**src/rtl/lcd_pkg.sv**
```systemverilog
// rtl/lcd_pkg.sv - shared types and constants for the HD44780 character-LCD driver
package lcd_pkg;

   // Controller sequencing states
   typedef enum logic [2:0] {
      ST_PWRUP,
      ST_INIT,
      ST_SETUP,
      ST_PULSE,
      ST_HOLD,
      ST_WAIT,
      ST_IDLE
   } lcd_state_e;

   // Power-up command list: 8-bit bus/2 lines, display on, clear, entry mode
   localparam int         INIT_LEN = 4;
   localparam logic [7:0] INIT_CMDS [INIT_LEN] = '{8'h38, 8'h0C, 8'h01, 8'h06};

   // Field positions inside the LSU LCD register word
   localparam int BIT_POWER    = 31;
   localparam int BIT_REQ      = 10;
   localparam int BIT_RS       = 9;
   localparam int BIT_RW       = 8;
   localparam int BIT_BYTE_MSB = 7;

   // Clear display (0x01) and return home (0x02/0x03) need the long execution wait
   function automatic logic is_long_cmd(input logic rs, input logic [7:0] b);
      return !rs && (b[7:2] == 6'd0) && (b != 8'd0);
   endfunction

endpackage

```
**src/rtl/lcd_timer.sv**
```systemverilog
// rtl/lcd_timer.sv - loadable down-counter with a one-cycle done pulse on its last count
module lcd_timer #(
   parameter int             W         = 20,
   parameter logic [W-1:0]   RESET_VAL = '0
) (
   input  logic          clk,
   input  logic          rst,
   input  logic          load,
   input  logic [W-1:0]  load_val,
   output logic          done
);

   logic [W-1:0] count_q;
   logic [W-1:0] count_d;

   // A load of N makes done fire in the Nth cycle after the load; the counter parks at zero
   always_comb begin
      count_d = count_q;
      if (load) begin
         count_d = load_val;
      end else if (count_q != '0) begin
         count_d = count_q - W'(1);
      end
   end

   // Count register; reset value lets the power-up wait start without an explicit load
   always_ff @(posedge clk or posedge rst) begin
      if (rst) begin
         count_q <= RESET_VAL;
      end else begin
         count_q <= count_d;
      end
   end

   assign done = (count_q == W'(1));

endmodule

```
**src/rtl/lcd_ctrl.sv**
```systemverilog
// rtl/lcd_ctrl.sv - HD44780 bus sequencer: power-up init, request capture, one-deep pending slot
module lcd_ctrl
   import lcd_pkg::*;
#(
   parameter int SETUP_CYC = 4,
   parameter int PULSE_CYC = 12,
   parameter int HOLD_CYC  = 4,
   parameter int EXEC_CYC  = 2000,
   parameter int CLEAR_CYC = 82000,
   parameter int PWRUP_CYC = 750000
) (
   input  logic        i_clk,
   input  logic        i_reset,
   input  logic [31:0] i_io_lcd,
   output logic [7:0]  o_lcd_data,
   output logic        o_lcd_rs,
   output logic        o_lcd_rw,
   output logic        o_lcd_en,
   output logic        o_lcd_on,
   output logic        o_lcd_busy,
   output logic        o_lcd_ovf
);

   localparam int MAX_A   = (PWRUP_CYC > CLEAR_CYC) ? PWRUP_CYC : CLEAR_CYC;
   localparam int MAX_B   = (EXEC_CYC > PULSE_CYC) ? EXEC_CYC : PULSE_CYC;
   localparam int MAX_CYC = (MAX_A > MAX_B) ? MAX_A : MAX_B;
   localparam int CNT_W   = $clog2(MAX_CYC + 1);

   lcd_state_e        state_q, state_d;
   logic [2:0]        idx_q, idx_d;
   logic              req_prev_q;
   logic              slot_full_q, slot_full_d;
   logic [7:0]        slot_data_q, slot_data_d;
   logic              slot_rs_q, slot_rs_d;
   logic              ovf_q, ovf_d;
   logic [7:0]        data_q, data_d;
   logic              rs_q, rs_d;
   logic              en_q, en_d;
   logic              on_q;

   logic              cap;
   logic              cap_used;
   logic              slot_take;
   logic              tmr_load;
   logic [CNT_W-1:0]  tmr_val;
   logic              tmr_done;
   logic              unused_bits;

   // Only the power, request, RS and byte fields matter; RW is write-only here
   assign unused_bits = ^{i_io_lcd[30:11], i_io_lcd[BIT_RW]};

   assign cap = i_io_lcd[BIT_REQ] & ~req_prev_q;

   lcd_timer #(
      .W         (CNT_W),
      .RESET_VAL (CNT_W'(PWRUP_CYC))
   ) u_timer (
      .clk      (i_clk),
      .rst      (i_reset),
      .load     (tmr_load),
      .load_val (tmr_val),
      .done     (tmr_done)
   );

   // Next-state, transfer launch and pending-slot bookkeeping
   always_comb begin
      state_d     = state_q;
      idx_d       = idx_q;
      data_d      = data_q;
      rs_d        = rs_q;
      slot_full_d = slot_full_q;
      slot_data_d = slot_data_q;
      slot_rs_d   = slot_rs_q;
      ovf_d       = ovf_q;
      tmr_load    = 1'b0;
      tmr_val     = '0;
      cap_used    = 1'b0;
      slot_take   = 1'b0;

      case (state_q)
         ST_PWRUP: begin
            if (tmr_done) begin
               state_d = ST_INIT;
            end
         end
         ST_INIT: begin
            data_d   = INIT_CMDS[idx_q[1:0]];
            rs_d     = 1'b0;
            idx_d    = idx_q + 3'd1;
            state_d  = ST_SETUP;
            tmr_load = 1'b1;
            tmr_val  = CNT_W'(SETUP_CYC);
         end
         ST_SETUP: begin
            if (tmr_done) begin
               state_d  = ST_PULSE;
               tmr_load = 1'b1;
               tmr_val  = CNT_W'(PULSE_CYC);
            end
         end
         ST_PULSE: begin
            if (tmr_done) begin
               state_d  = ST_HOLD;
               tmr_load = 1'b1;
               tmr_val  = CNT_W'(HOLD_CYC);
            end
         end
         ST_HOLD: begin
            if (tmr_done) begin
               state_d  = ST_WAIT;
               tmr_load = 1'b1;
               tmr_val  = is_long_cmd(rs_q, data_q) ? CNT_W'(CLEAR_CYC) : CNT_W'(EXEC_CYC);
            end
         end
         ST_WAIT: begin
            if (tmr_done) begin
               if (idx_q != 3'(INIT_LEN)) begin
                  state_d = ST_INIT;
               end else if (slot_full_q) begin
                  // Pending request goes out with no idle cycle in between
                  data_d    = slot_data_q;
                  rs_d      = slot_rs_q;
                  slot_take = 1'b1;
                  state_d   = ST_SETUP;
                  tmr_load  = 1'b1;
                  tmr_val   = CNT_W'(SETUP_CYC);
               end else if (cap) begin
                  data_d   = i_io_lcd[BIT_BYTE_MSB:0];
                  rs_d     = i_io_lcd[BIT_RS];
                  cap_used = 1'b1;
                  state_d  = ST_SETUP;
                  tmr_load = 1'b1;
                  tmr_val  = CNT_W'(SETUP_CYC);
               end else begin
                  state_d = ST_IDLE;
               end
            end
         end
         ST_IDLE: begin
            if (cap) begin
               data_d   = i_io_lcd[BIT_BYTE_MSB:0];
               rs_d     = i_io_lcd[BIT_RS];
               cap_used = 1'b1;
               state_d  = ST_SETUP;
               tmr_load = 1'b1;
               tmr_val  = CNT_W'(SETUP_CYC);
            end
         end
         default: begin
            state_d = ST_PWRUP;
         end
      endcase

      // A slot emptied this cycle can be refilled by a simultaneous capture
      if (slot_take) begin
         slot_full_d = 1'b0;
      end
      if (cap && !cap_used) begin
         if (!slot_full_d) begin
            slot_full_d = 1'b1;
            slot_data_d = i_io_lcd[BIT_BYTE_MSB:0];
            slot_rs_d   = i_io_lcd[BIT_RS];
         end else begin
            ovf_d = 1'b1;
         end
      end

      en_d = (state_d == ST_PULSE);
   end

   // State, slot and bus output registers; reset drops EN at once and restarts power-up
   always_ff @(posedge i_clk or posedge i_reset) begin
      if (i_reset) begin
         state_q     <= ST_PWRUP;
         idx_q       <= 3'd0;
         req_prev_q  <= 1'b0;
         slot_full_q <= 1'b0;
         slot_data_q <= 8'd0;
         slot_rs_q   <= 1'b0;
         ovf_q       <= 1'b0;
         data_q      <= 8'd0;
         rs_q        <= 1'b0;
         en_q        <= 1'b0;
         on_q        <= 1'b0;
      end else begin
         state_q     <= state_d;
         idx_q       <= idx_d;
         req_prev_q  <= i_io_lcd[BIT_REQ];
         slot_full_q <= slot_full_d;
         slot_data_q <= slot_data_d;
         slot_rs_q   <= slot_rs_d;
         ovf_q       <= ovf_d;
         data_q      <= data_d;
         rs_q        <= rs_d;
         en_q        <= en_d;
         on_q        <= i_io_lcd[BIT_POWER];
      end
   end

   assign o_lcd_data = data_q;
   assign o_lcd_rs   = rs_q;
   assign o_lcd_rw   = 1'b0;
   assign o_lcd_en   = en_q;
   assign o_lcd_on   = on_q;
   assign o_lcd_busy = (state_q != ST_IDLE) || slot_full_q;
   assign o_lcd_ovf  = ovf_q;

endmodule

```
**config.mk**
```make
export PLATFORM = sky130hd
export DESIGN_NAME = lcd_ctrl
export DESIGN_NICKNAME = d
export VERILOG_FILES = /design/src/rtl/lcd_pkg.sv /design/src/rtl/lcd_timer.sv /design/src/rtl/lcd_ctrl.sv
export SDC_FILE = /design/constraint.sdc
export NUM_CORES = 1
export LEC_CHECK = 0
export ABC_CLOCK_PERIOD_IN_PS = 3250
export CORE_MARGIN = 3
export CORE_UTILIZATION = 35
export DETAILED_ROUTE_END_ITERATION = 16
export PLACE_DENSITY = 0.6
export SLEW_MARGIN = 10
export SYNTH_ARGS = -nofsm -noshare
export SYNTH_HDL_FRONTEND = slang
export SYNTH_SLANG_ARGS = --single-unit
```
**constraint.sdc**
```tcl
create_clock -name i_clk -period 3.25 [get_ports i_clk]
set_input_delay 0.4875 -clock i_clk [delete_from_list [all_inputs] [get_ports i_clk]]
set_output_delay 0.4875 -clock i_clk [all_outputs]
set_load 0.05 [all_outputs]
```
==> run metrics <==
outcome=finished, final reports clean; adder-cell share of the synthesized area=0.0267; Hold Vio Cnt, Final=0; Wirelength per Cell=15.6 um; # rows=32; Die Footprint=0.00916 sq mm; Top FF cell, synth=dfrtp_1; post_cts resized=0; Seq pwr share=0.555; Tightest Pin Transition=0.923 ns; Min Hold Slack=0.478 ns; largest net degree at the start of global routing=46; main combinational cell family by area after synthesis=simple AND/OR/NAND/NOR gates; final worst slack=0.520 ns; crit-path max FO=9; Core Box Area=0.00777 sq mm; initial antenna violation count=0; Iter 0 DRT Violations=124; Total GRT Usage=0.152; post-synthesis async set-or-reset flop share=1.00; TNS Setup=0 ns; unrepaired setup endpoints after global routing=false; crit start category=flop; pre-CTS setup slack=0.546 ns; FF+latch count, synth=49; clock tree from TritonCTS=yes; vias in the first global route=2192; Post-synth EDFFs=0; Sw Ratio=0.220; worst hold stages=1; VDD IR max=0.247 mV; clock power share=0.385; critical path data arrival time=2.92 ns; clock skew=0.00941 ns; final net count=354; antenna diode count=0; io pins=48; Routed Antenna Nets=0; Final setup viols=0; Final Max Tran Viols=0; Synth Area in Compound Gates=0.179; number of port buffers=25; reg2reg path depth=5; final WL=6500 um; met2 wire length=3210 um; Top Layer Used=met4; Die Height=95.7 um; xor-xnor portion of the synthesized cell area=0.0591; period utilization=0.840; Clock Path Buffers=2; slew margin rel.=0.384; max-cap violation count=0; later-pin clock latency in the skew report=0.31 ns; P&R area growth vs syn=17.9%; Max Freq=366 MHz; sw power=0.255 mW; dpl hpwl=4730 um; Pre-Repair DR Iteration Count=4; minimum clock period=2.73 ns; CP endpoint kind=flop; Root Driver=clkbuf_8; Die Width=95.7 um; htree depth=2; crit path kind=reg -> reg; CTS Buf Count=5; combinational power share=0.060; Synth cell types=61; via count=2245; initial core utilization=0.363; wire length on met1=3000 um; Ys Warns=0; CTS clk-pin slew, worst paths=0.10 ns; Hold/Removal Path Class=reg -> reg; drt drc=0; Final GP Congestion=0.929; top-area cell type share of the netlist area=0.347; CTS Hold Buffers Added=0; CTS sink cnt=49; Mapped Nets=325; met3 wire len=209 um; layout cell share with drive strength beyond 1=0.146; Post-Syn Area=0.00282 sq mm; Critical Path RT=3.44 ns; Cell Pwr Density=349 mW/mm^2; Syn Inst Count=285; mux cell area share after synthesis=0.0560; total grt overflow=0; sequential area share after synthesis=0.440; Avg Inst Size Synth=9.88 sq um; first-pass GRT wire length=11000 um; postcts setup bufs=0; internal power=0.904 mW; layout filler cell count=776; LEAKAGE=1.26 nW; vias per inst=5.38; Synth area leaders=dfrtp_1 (35%), dfstp_2 (9.3%), mux2_4 (4.8%); cell taking the most area after synthesis=dfrtp_1; post-synthesis simple-gate area fraction=0.203
==> metrics by stage <==
stage          instance area [sq um]  power, mW   util  cells
2_1_floorplan                   2820      0.696      -    285
3_3_place_gp                    3210      0.725  0.413    409
3_5_place_dp                    3210      0.726  0.413    409
4_1_cts                         3320       1.18  0.428    417
5_1_grt                         3320       1.21  0.428    417
6_report                        3320       1.16  0.428    417
==> path summary, 6_finish.rpt <==
| check | from | endpoint | slack (ns) |
|---|---|---|---|
| max in group asynchronous | i_reset | u_timer.count_q[12] | 1.85 |
| hold reg to reg | o_lcd_ovf | o_lcd_ovf | 0.48 |
| setup / recovery | u_timer.count_q[4] | slot_data_q[2] | 0.52 |
| min in group asynchronous | i_reset | slot_data_q[7] | 0.71 |
| hold / removal | o_lcd_ovf | o_lcd_ovf | 0.48 |
| setup reg to reg | u_timer.count_q[4] | slot_data_q[2] | 0.52 |
==> worst max-delay path, cell delays in order, from the launching register on <==
cell	delay (ns)
dfstp_2	0.42
nor4_4	0.55
nand4_4	0.17
or4_4	0.61
mux2i_4	0.52
mux2_4	0.35
==> logic make-up (layout without fill, tap and decap cells) <==
family	count (synthesis)	in the layout
buffers and inverters	23	53
AOI/OAI and AO/OA	75	75
xor gates and xnor gates	19	19
adders and majority gates	6	6
and+or+nand+nor	102	102
other	1	1
DFF	49	49
muxes	10	10
==> cell usage in the layout (no fill, tap or decap), types with 7 or more instances in the layout <==
cell             instances
nor2_1                  21
nand3_1                  7
a21oi_1                 16
dfstp_2                 10
buf_4                    9
mux2_4                   9
o2bb2ai_1                9
dfrtp_1                 39
xor2_1                   8
nor3_1                   8
clkdlybuf4s50_1         25
o21ai_0                 15
nor4_1                   7
nand2_1                 25
inv_1                    9
xnor2_1                 11
==> power groups by stage <==
stage                     clock, mW  combinational, mW  sequential [mW]
after CTS                     0.465             0.0719            0.643
after detailed placement          0             0.0723            0.653
final                         0.445             0.0700            0.643
after global placement            0             0.0708            0.654
after global routing          0.490             0.0769            0.646
after floorplan                   0             0.0438            0.653
==> sequential cells by signal, indices dropped and copies added, names as in the netlist, 3 cells and up <==
register	cells
u_timer.count_q	20
o_lcd_data	8
idx_q	3
state_q	3
slot_data_q	8
==> synth_stat cells (9+ instances only) <==
cell       number
nor2_1         21
o2bb2ai_1       9
o21ai_0        15
inv_1          10
a21oi_1        16
nand2_1        25
dfstp_2        10
mux2_4          9
xnor2_1        11
dfrtp_1        39
clkbuf_1        9
==> metal layers <==
layer	vias up	track usage
li1	1102	-
met1	1090	0.203
met2	42	0.252
met3	11	0.0297
met4	0	0.0415
met5	-	0
==> layout make-up <==
| class | instances | area (sq um) | share of cell area |
|---|---|---|---|
| clock inverters | 3 | 46.3 | 0.0139 |
| inverters | 11 | 41.3 | 0.0124 |
| clock buffers | 5 | 68.8 | 0.0207 |
| well taps | 102 | 128 | 0.0384 |
| multi-input cells | 213 | 1480 | 0.446 |
| flip-flops and latches | 49 | 1240 | 0.373 |
| repair buffers | 34 | 318 | 0.0957 |
No activity file was read; power rests on OpenSTA's default activity.
